==> config.mk <==
export PLATFORM = sky130hd
export DESIGN_NAME = region_read_arbiter_flat
export DESIGN_NICKNAME = d
export VERILOG_FILES = /design/src/rtl/region_read_arbiter_if.sv /design/src/rtl/region_read_arbiter.sv /design/src/flat_wrapper.sv
export SDC_FILE = /design/constraint.sdc
export NUM_CORES = 1
export LEC_CHECK = 0
export ABC_AREA = 1
export CAP_MARGIN = 20
export CORE_MARGIN = 4
export CORE_UTILIZATION = 42
export CTS_CLUSTER_SIZE = 16
export DETAILED_ROUTE_END_ITERATION = 16
export PLACE_DENSITY = 0.82
export SETUP_SLACK_MARGIN = 0.5
export SLEW_MARGIN = 0
export SYNTH_ARGS = -nofsm -noshare
export SYNTH_HDL_FRONTEND = slang
export SYNTH_SLANG_ARGS = --single-unit
==> constraint.sdc <==
create_clock -name clk -period 3.4 [get_ports clk]
set_clock_uncertainty 0.2 [all_clocks]
set_input_delay 0.34 -clock clk [delete_from_list [all_inputs] [get_ports clk]]
set_output_delay 0.34 -clock clk [all_outputs]
set_load 0.1 [all_outputs]
==> src/rtl/region_read_arbiter_if.sv <==
// Requester and region-channel signals for one shared region read port.
// The slave modport is the arbiter; the master modport is the environment around it.
interface region_read_arbiter_if #(
    parameter int NUM_REQUESTERS = 4,
    parameter int WIDTH          = 8,
    parameter int LOG2_DEPTH     = 5
);
    logic [NUM_REQUESTERS-1:0]                 req_re;
    logic [NUM_REQUESTERS-1:0][LOG2_DEPTH-1:0] req_raddr;
    logic [NUM_REQUESTERS-1:0][1:0]            req_rfifobram;
    logic [NUM_REQUESTERS-1:0]                 req_gnt;
    logic [NUM_REQUESTERS-1:0]                 req_rvalid;
    logic [WIDTH-1:0]                          req_rdata;
    logic                                      region_re;
    logic [LOG2_DEPTH-1:0]                     region_raddr;
    logic [1:0]                                region_rfifobram;
    logic                                      region_rvalid;
    logic [WIDTH-1:0]                          region_rdata;
    logic                                      region_empty;

    modport slave (
        input  req_re, req_raddr, req_rfifobram,
        input  region_rvalid, region_rdata, region_empty,
        output req_gnt, req_rvalid, req_rdata,
        output region_re, region_raddr, region_rfifobram
    );

    modport master (
        output req_re, req_raddr, req_rfifobram,
        output region_rvalid, region_rdata, region_empty,
        input  req_gnt, req_rvalid, req_rdata,
        input  region_re, region_raddr, region_rfifobram
    );
endinterface

==> src/rtl/region_read_arbiter.sv <==
// Round-robin, burst-bounded sharing of one region read port among requesters.
// Latency: grant and region_re combinational in T, return strobe in T+1.
// Backpressure: no grant means wait; a FIFO request is held off while region_empty is 1.
module region_read_arbiter #(
    parameter int NUM_REQUESTERS = 4,
    parameter int WIDTH          = 8,
    parameter int LOG2_DEPTH     = 5,
    parameter int MAX_BURST      = 8
) (
    input  logic                  clk,
    input  logic                  reset,
    region_read_arbiter_if.slave  bus
);
    localparam int         IDX_W     = $clog2(NUM_REQUESTERS);
    localparam logic [7:0] BURST_MAX = 8'(MAX_BURST);

    typedef enum logic {IDLE, OWN} state_t;

    state_t                    state, state_nxt;
    logic [IDX_W-1:0]          owner, owner_nxt, rr_ptr, rr_ptr_nxt, ret_id;
    logic [IDX_W-1:0]          owner_inc, search_base, cand, found_idx, gnt_idx;
    logic [7:0]                burst_cnt, burst_cnt_nxt;
    logic                      ret_pending, keep, found, gnt_any;
    logic [NUM_REQUESTERS-1:0] elig;
    logic [LOG2_DEPTH-1:0]     sel_raddr;
    logic [WIDTH-1:0]          ret_data;

    always_comb begin
        for (int i = 0; i < NUM_REQUESTERS; i++) begin
            elig[i] = bus.req_re[i] &&
                      ((bus.req_rfifobram[i] == 2'b01) ||
                       ((bus.req_rfifobram[i] == 2'b10) && !bus.region_empty));
        end
    end

    always_ff @(posedge clk or posedge reset) begin
        if (reset) begin
            state       <= IDLE;
            owner       <= '0;
            rr_ptr      <= '0;
            burst_cnt   <= '0;
            ret_id      <= '0;
            ret_pending <= 1'b0;
        end else begin
            state       <= state_nxt;
            owner       <= owner_nxt;
            rr_ptr      <= rr_ptr_nxt;
            burst_cnt   <= burst_cnt_nxt;
            ret_id      <= gnt_idx;
            ret_pending <= gnt_any;
        end
    end

    // Losing ownership re-searches from owner+1 in the same cycle, so switches cost no bubble.
    always_comb begin
        state_nxt     = state;
        owner_nxt     = owner;
        rr_ptr_nxt    = rr_ptr;
        burst_cnt_nxt = burst_cnt;
        gnt_any       = 1'b0;
        gnt_idx       = '0;
        found         = 1'b0;
        found_idx     = '0;
        cand          = '0;
        owner_inc     = (owner == IDX_W'(NUM_REQUESTERS - 1)) ? '0 : owner + 1'b1;
        keep          = (state == OWN) && elig[owner] && (burst_cnt < BURST_MAX);
        search_base   = (state == OWN) ? owner_inc : rr_ptr;

        for (int k = 0; k < NUM_REQUESTERS; k++) begin
            cand = IDX_W'((int'(search_base) + k) % NUM_REQUESTERS);
            if (!found && elig[cand]) begin
                found     = 1'b1;
                found_idx = cand;
            end
        end

        if (keep) begin
            gnt_any       = 1'b1;
            gnt_idx       = owner;
            burst_cnt_nxt = burst_cnt + 8'd1;
        end else begin
            if (state == OWN) rr_ptr_nxt = owner_inc;
            if (found) begin
                gnt_any       = 1'b1;
                gnt_idx       = found_idx;
                state_nxt     = OWN;
                owner_nxt     = found_idx;
                burst_cnt_nxt = 8'd1;
            end else begin
                state_nxt = IDLE;
            end
        end

        if (reset) gnt_any = 1'b0;
    end

    always_comb begin
        bus.req_gnt          = '0;
        bus.req_rvalid       = '0;
        sel_raddr            = '0;
        bus.region_rfifobram = 2'b00;
        if (gnt_any) begin
            bus.req_gnt[gnt_idx] = 1'b1;
            sel_raddr            = bus.req_raddr[gnt_idx];
            bus.region_rfifobram = bus.req_rfifobram[gnt_idx];
        end
        // Data with no read in flight is dropped.
        if (ret_pending && bus.region_rvalid) bus.req_rvalid[ret_id] = 1'b1;
    end

    assign bus.region_re    = gnt_any;
    assign bus.region_raddr = sel_raddr;
    assign ret_data         = bus.region_rdata;
    assign bus.req_rdata    = ret_data;
endmodule

==> src/flat_wrapper.sv <==
// flat-port wrapper written by rule: the top's interface ports become plain ports
module region_read_arbiter_flat 
#(
    parameter int NUM_REQUESTERS = 4,
    parameter int WIDTH          = 8,
    parameter int LOG2_DEPTH     = 5,
    parameter int MAX_BURST      = 8
)
  (clk, reset, bus_req_re, bus_req_raddr, bus_req_rfifobram, bus_region_rvalid, bus_region_rdata, bus_region_empty, bus_req_gnt, bus_req_rvalid, bus_req_rdata, bus_region_re, bus_region_raddr, bus_region_rfifobram);
  region_read_arbiter_if #(.NUM_REQUESTERS(NUM_REQUESTERS), .WIDTH(WIDTH), .LOG2_DEPTH(LOG2_DEPTH)) bus_i ();
  input  logic clk;
  input  logic reset;
  input wire logic [$bits(bus_i.req_re)-1:0] bus_req_re;
  input wire logic [$bits(bus_i.req_raddr)-1:0] bus_req_raddr;
  input wire logic [$bits(bus_i.req_rfifobram)-1:0] bus_req_rfifobram;
  input wire logic [$bits(bus_i.region_rvalid)-1:0] bus_region_rvalid;
  input wire logic [$bits(bus_i.region_rdata)-1:0] bus_region_rdata;
  input wire logic [$bits(bus_i.region_empty)-1:0] bus_region_empty;
  output wire logic [$bits(bus_i.req_gnt)-1:0] bus_req_gnt;
  output wire logic [$bits(bus_i.req_rvalid)-1:0] bus_req_rvalid;
  output wire logic [$bits(bus_i.req_rdata)-1:0] bus_req_rdata;
  output wire logic [$bits(bus_i.region_re)-1:0] bus_region_re;
  output wire logic [$bits(bus_i.region_raddr)-1:0] bus_region_raddr;
  output wire logic [$bits(bus_i.region_rfifobram)-1:0] bus_region_rfifobram;
  assign bus_i.req_re = bus_req_re;
  assign bus_i.req_raddr = bus_req_raddr;
  assign bus_i.req_rfifobram = bus_req_rfifobram;
  assign bus_i.region_rvalid = bus_region_rvalid;
  assign bus_i.region_rdata = bus_region_rdata;
  assign bus_i.region_empty = bus_region_empty;
  assign bus_req_gnt = bus_i.req_gnt;
  assign bus_req_rvalid = bus_i.req_rvalid;
  assign bus_req_rdata = bus_i.req_rdata;
  assign bus_region_re = bus_i.region_re;
  assign bus_region_raddr = bus_i.region_raddr;
  assign bus_region_rfifobram = bus_i.region_rfifobram;
  region_read_arbiter #(.NUM_REQUESTERS(NUM_REQUESTERS), .WIDTH(WIDTH), .LOG2_DEPTH(LOG2_DEPTH), .MAX_BURST(MAX_BURST)) u_core (.clk(clk), .reset(reset), .bus(bus_i));
endmodule
After elaboration in Yosys (flattened, before gate mapping)
Index checks and enable logic that the tools add are counted.
- multipliers: 0
- $add $sub $neg: 5
- bitwise operators: 1
- equal/unequal tests: 9
- shift-type cells: 0
- divide/modulo/power cells: 0
- reduce and logical (&&, ||, !) cells: 26
- mux-type cells: 39
- magnitude comparators: 10
- operator list (operator ; number):
    $lt A2 B3 Y1 const B ; 7
    $mux W2 ; 10
    $logic_and A1 B1 Y1 ; 16
    $mux W8 ; 2
    $mux W1 ; 14
    $bmux W1 S2 ; 5
    $bmux W5 S2 ; 1
    $eq A2 B2 Y1 const B ; 5
    $mux W5 ; 2
    $add A8 B1 Y8 const B ; 1
    $eq A2 B1 Y1 const B ; 4
    $lt A8 B4 Y1 const B ; 1
    $mux W4 ; 2
    $add A2 B1 Y2 const B ; 2
    $add A2 B2 Y2 const B ; 2
    $bmux W2 S2 ; 1
    $demux W1 S2 ; 2
    $ge A2 B1 Y1 const B ; 2
    $logic_not A1 Y1 ; 4
    $logic_or A1 B1 Y1 ; 4
    $reduce_and A2 Y1 ; 1
    $reduce_bool A2 Y1 ; 1
    $not A1 Y1 ; 1
- bits in latches: 0
- logic and storage cells: 96
- bits in registers: 16
- memory bits (writable): 0
- memories kept: 0
- input port bits: 44
- output and inout bits: 24
- bits in read-only memories: 0

Depth between registers and ports, before layout
- depth after elaboration: 23
- gate-level depth with buffers: 19
- mapped depth without buffers: 18

Worst setup path before layout
No wires, ideal clock.
- kind: register -> output
- start: register u_core.owner[0]
- end: output port bus_req_gnt[1]
- cell stages (with the launch flop): 18
- data arrival time: 4.006 ns
- setup slack: -1.146 ns
- cell sequence: dfrtp_1 ha_1 inv_1 nand2_2 nand2_2 inv_2 nand2_2 nand2_2 nand2_1 nand2_4 nand3_4 nand2_4 nor2_4 nand2_4 nand2_4 buf_12 inv_2 nor3_1
- longest elaborated chain between the ends: 22
- elaborated cells between the ends (all ways): 44
- RTL lines (element ; line ; source):
    start, declared ; region_read_arbiter.sv:20 ; logic [IDX_W-1:0] owner, owner_nxt, rr_ptr, rr_ptr_nxt, ret_id;
    start signal, assigned ; region_read_arbiter.sv:46 ; owner <= owner_nxt;
    parallel branches: the longest is 16 deep, another holds $add A2 B1 Y2 ; -- ;
    $mux W2 * ; region_read_arbiter.sv:77 ; if (keep) begin
    named net u_core.gnt_idx[0] ; region_read_arbiter.sv:21 ; logic [IDX_W-1:0] owner_inc, search_base, cand, found_idx, gnt_idx;
    $lt A2 B3 Y1 (implied by the code) / $ge A2 B1 Y1 (equally long branches) ; region_read_arbiter.sv:103 ; bus.req_gnt[gnt_idx] = 1'b1;
    $logic_and A1 B1 Y1 (implied by the code) ; region_read_arbiter.sv:103 ;
    $mux W1 (implied by the code) ; region_read_arbiter.sv:103 ;
    $demux W1 S2 * ; -- ;
    $mux W4 * ; region_read_arbiter.sv:102 ; if (gnt_any) begin
    end, declared ; flat_wrapper.sv:19 ; output wire logic [$bits(bus_i.req_gnt)-1:0] bus_req_gnt;
Mark *: on every way through the listed nets, which the timed path passes. The select of a mux whose other input is x is not followed.

Worst setup path after layout
- start: register u_core.owner[0]
- end: output port bus_region_raddr[2]
- longest elaborated chain between the ends: 20
- elaborated cells between the ends (all ways): 41
- RTL lines (element ; line ; source):
    parallel branches: the longest is 19 deep, another holds $add A2 B1 Y2 ; -- ;
    $mux W5 * ; region_read_arbiter.sv:102 ;
    end, declared ; flat_wrapper.sv:23 ; output wire logic [$bits(bus_i.region_raddr)-1:0] bus_region_raddr;
Every way passes the cells marked *. The select of a mux whose other input is x is not followed.

==> results <==
- The net count of the finished layout is 353.
- Measured on the finished design, the core utilization comes to 86.4%.
- The largest total area in the synthesized netlist belongs to dfrtp_1.
- The first-pass GRT wire length is 7530 um.
- The clock-pin transition on the worst setup and hold timing paths is 0.06 ns.
- The maximum fanout count along the critical path is 8.
- Summing all flip-flop and latch instances after layout gives 402 um^2.
- The average instance in the mapped netlist occupies 6.48 um^2.
- The routability-driven placement congestion ratio is 0.914.
- The quantity of I/O buffers inserted on ports is 51.
- The area share of the leading cell type in the synthesized netlist is 26.0%.
- Static timing analysis puts the maximum clock frequency at 0.303 GHz.
- The floorplan step set the die height to 68.6 um.
- The min-delay analysis places its worst path in the category input port to async pin.
- In this run, synthesis produced a sequential element count of 16.
- The net count of the mapped netlist is 284.
- Setup repair after global routing could not meet its margin everywhere.
- In the synthesized netlist, the cells that appear most often are 82 x nand2_1, 26 x inv_1, 26 x nand3_1.
- The clock drives 16 sinks.
- For met1 alone, demand over resource in global routing was 24.7%.
- Max-cap violations in this run came to 0.
- The number of enable-type register cells in the synthesized netlist is 0.
- Detailed placement ended at an HPWL of 3310 um.
- The hold buffer count at CTS is 0.
- The most common cell in the synthesized netlist is nand2_1.
- STA puts the critical path data arrival time at 2.76 ns.
- The clock network latency to the later pin of the worst-skew pair is 0.25 ns.
- The run finished with clean final reports.
- The number of search-and-repair iterations in the first detailed-routing pass is 4.
- Global routing consumed, on the met2 layer, 39.5% of the routing resources.
- The total wirelength of the detailed-routed design is 6100 um.
- STA classifies the critical path startpoint as a register.
- In the final routed layout, each cell accounts on average for 17.3 um.
- In the routed design, unresolved DRC markers number 0.
- The routing usage on met3 is 4.70%.
- The critical path required time is 2.86 ns.
- The core box area is 3440 um^2.
- The overall die area is 4700 um^2.
- After detailed placement, the design holds a cell count of 330.
- The number of distinct standard cells referenced by the synthesized netlist is 26.
- The pre-CTS setup slack is 0.0840 ns.
- Once detail routing completed, the nets flagged for antenna violations numbered 0.
- 0 antenna diodes ended up in the layout.
- 68 I/O pins were placed.
- The max-slew violation count is 0.
- Synthesis produced 238 cells.
- The share of final-layout standard cells stronger than drive strength 1 is 48.7%.
- The total clock buffers created by CTS is 3.
- After synthesis, the share of flip-flops with an asynchronous set or reset is 100%.
- The slew at the pin closest to its max-slew limit is 0.440 ns.
- In this run, the number of DRC markers left after iteration 0 of detailed routing was 85.
- Entering global routing, the biggest net connects 18 pins.
- In this run the deepest clock path goes through 2 buffers.
- The via total after detailed routing is 1,919.
- The average via count per standard cell is 5.45.
- In this run the number of H-tree levels came out at 1.
- The number of antenna violations at the first check in global routing is 0.
- Counting the fill cells in the layout gives 178.
- After layout, the worst path uses 97.2% of the clock period.
- STA classifies the critical path endpoint as an output port.
- The aggregate global-route resource usage is 20.9%.
- The most frequently used flop master after synthesis is dfrtp_1.
- The global route total overflow is 0.
- The shortest clock period the worst path allows after layout is 3.30 ns.
- The kind of critical path is register to output port.
- The area of the multi-input gates is 1430 um^2.
- The final worst-path setup slack is 0.0955 ns.
- The yosys synthesis warning count is 0.
- The area overhead of the layout relative to synthesis is 92.9%.
- The number of endpoints with negative hold slack in the final report is 0.
- The number of global-route vias before repair is 1,706.
- The mapped netlist covers 1540 um^2.
- Measured against its own limit, the worst slew margin works out to 70.4%.
- Setup violations remaining at the end of the flow were counted as 0.
- By area the synthesized netlist is led by dfrtp_1 26%, nand2_1 20%, nand3_1 8.4%.
- Excluding fillers, the count of instances in the completed layout stands at 352.
- For this configuration, the core starts out at a cell density of 44.8%.
- The cell row count is 21.
- The clock root buffer master is clkbuf_8.
- The register area share after synthesis is 26.0%.
- In this run the horizontal extent of the chip is 68.6 um.
- TritonCTS built the clock tree.
- The busiest layer in global routing is met2.
## flip-flops by register name, summed over array words and instances, names as in the netlist
signal,count
u_core.owner,2
u_core.rr_ptr,2
u_core.ret_id,2
u_core.state,1
u_core.burst_cnt,8
u_core.ret_pending,1
## final cells by class
type                       instances  share of cell area [%]
timing repair buffer              74                    30.3
clock buffer                       4                    1.85
multi-input combinational        181                    48.1
inverter                          31                    4.34
tap                               46                    1.94
sequential                        16                    13.5
## kinds of logic (layout without fill, tap and decap cells)
logic type,Yosys count,count (layout),synth area share [%]
buffers and inverters,43,109,14.1
AND/OR/NAND/NOR,152,153,46.4
flip-flops,16,16,26.0
XOR/XNOR,1,1,0.568
adder cells (fa/ha/maj),2,2,1.62
AO/OA/AOI/OAI,24,25,11.3
## worst max-delay path, stage by stage (launching register included)
cell	delay, ns
dfrtp_2	0.45
ha_4	0.18
nor2_4	0.15
nand2_4	0.10
nand2_8	0.14
buf_4	0.13
buf_4	0.11
nand3_1	0.10
a21oi_2	0.19
nor2_4	0.07
nand2_8	0.12
clkbuf_16	0.17
nand3_2	0.07
nand2_1	0.09
nand2_2	0.07
a21oi_4	0.17
buf_12	0.19
## layer usage
metal | up-vias | share of wire (%) | routed length (um)
met5 | - | 0 | 0
met4 | 0 | 2.4 | 146
met3 | 18 | 7.1 | 431
met2 | 81 | 55 | 3340
met1 | 924 | 36 | 2180
li1 | 896 | - | -
## placed cells by master (no fill, tap or decap), types with 2 or more instances in the layout
cell | Yosys | layout
nor3_2 | 0 | 4
buf_4 | 8 | 18
nor2_4 | 1 | 3
nand4_1 | 4 | 4
dfrtp_1 | 16 | 15
a21oi_1 | 8 | 5
o21ai_4 | 0 | 2
nand3_2 | 0 | 9
nand3_1 | 26 | 13
o21ai_0 | 4 | 4
clkbuf_8 | 0 | 4
inv_2 | 5 | 5
nor2_1 | 11 | 9
nand2_2 | 11 | 36
nand2_8 | 0 | 5
nand2_4 | 5 | 16
a21oi_4 | 0 | 7
buf_12 | 1 | 15
inv_1 | 26 | 24
nand2_1 | 82 | 42
o211ai_1 | 2 | 2
buf_8 | 0 | 2
dlymetal6s2s_1 | 0 | 2
nor3_4 | 0 | 4
a21oi_2 | 7 | 3
nor2_2 | 2 | 2
clkdlybuf4s50_1 | 0 | 33
buf_6 | 1 | 2
nand3_4 | 1 | 5
## per-stage QoR
| stage | TNS [ns] | area, um^2 | hold slack (ns) |
|---|---|---|---|
| CTS | 0 | 2590 | 0.198 |
| global placement | 0 | 2340 | 0.281 |
| global route | -0.251 | 2970 | 0.230 |
| detailed placement | 0 | 2340 | 0.295 |
| floorplan | 0 | 1710 | 0.0619 |
| finish | 0 | 2970 | 0.192 |
## worst paths after layout
kind,startpoint,end,slack (ns),cells past startpoint
min in group clk,u_core.burst_cnt[5]$_DFFE_PP0N_,u_core.burst_cnt[5]$_DFFE_PP0N_,0.30,2
worst min-delay path,reset,u_core.ret_pending$_DFF_PP0_,0.19,3
max in group asynchronous,reset,u_core.owner[0]$_DFFE_PP0P_,2.60,3
worst max-delay path,u_core.owner[0]$_DFFE_PP0P_,bus_region_raddr[2],0.1,16
worst min register to register,u_core.burst_cnt[5]$_DFFE_PP0N_,u_core.burst_cnt[5]$_DFFE_PP0N_,0.30,2
worst max register to register,u_core.state$_DFFE_PP0N_,u_core.ret_id[1]$_DFF_PP0_,0.97,11
## timing repair
| item | CTS | global route |
|---|---|---|
| setup buffers | 7 | 7 |
| pin swaps | 4 | 41 |
| setup endpoints to repair | 12 | 12 |
| gates cloned | 2 | 2 |
| resized for setup | 16 | 76 |
Power is left out: the tool's default activity adds up to more than one toggle a clock period on the data nets, which glitch-free logic cannot reach.
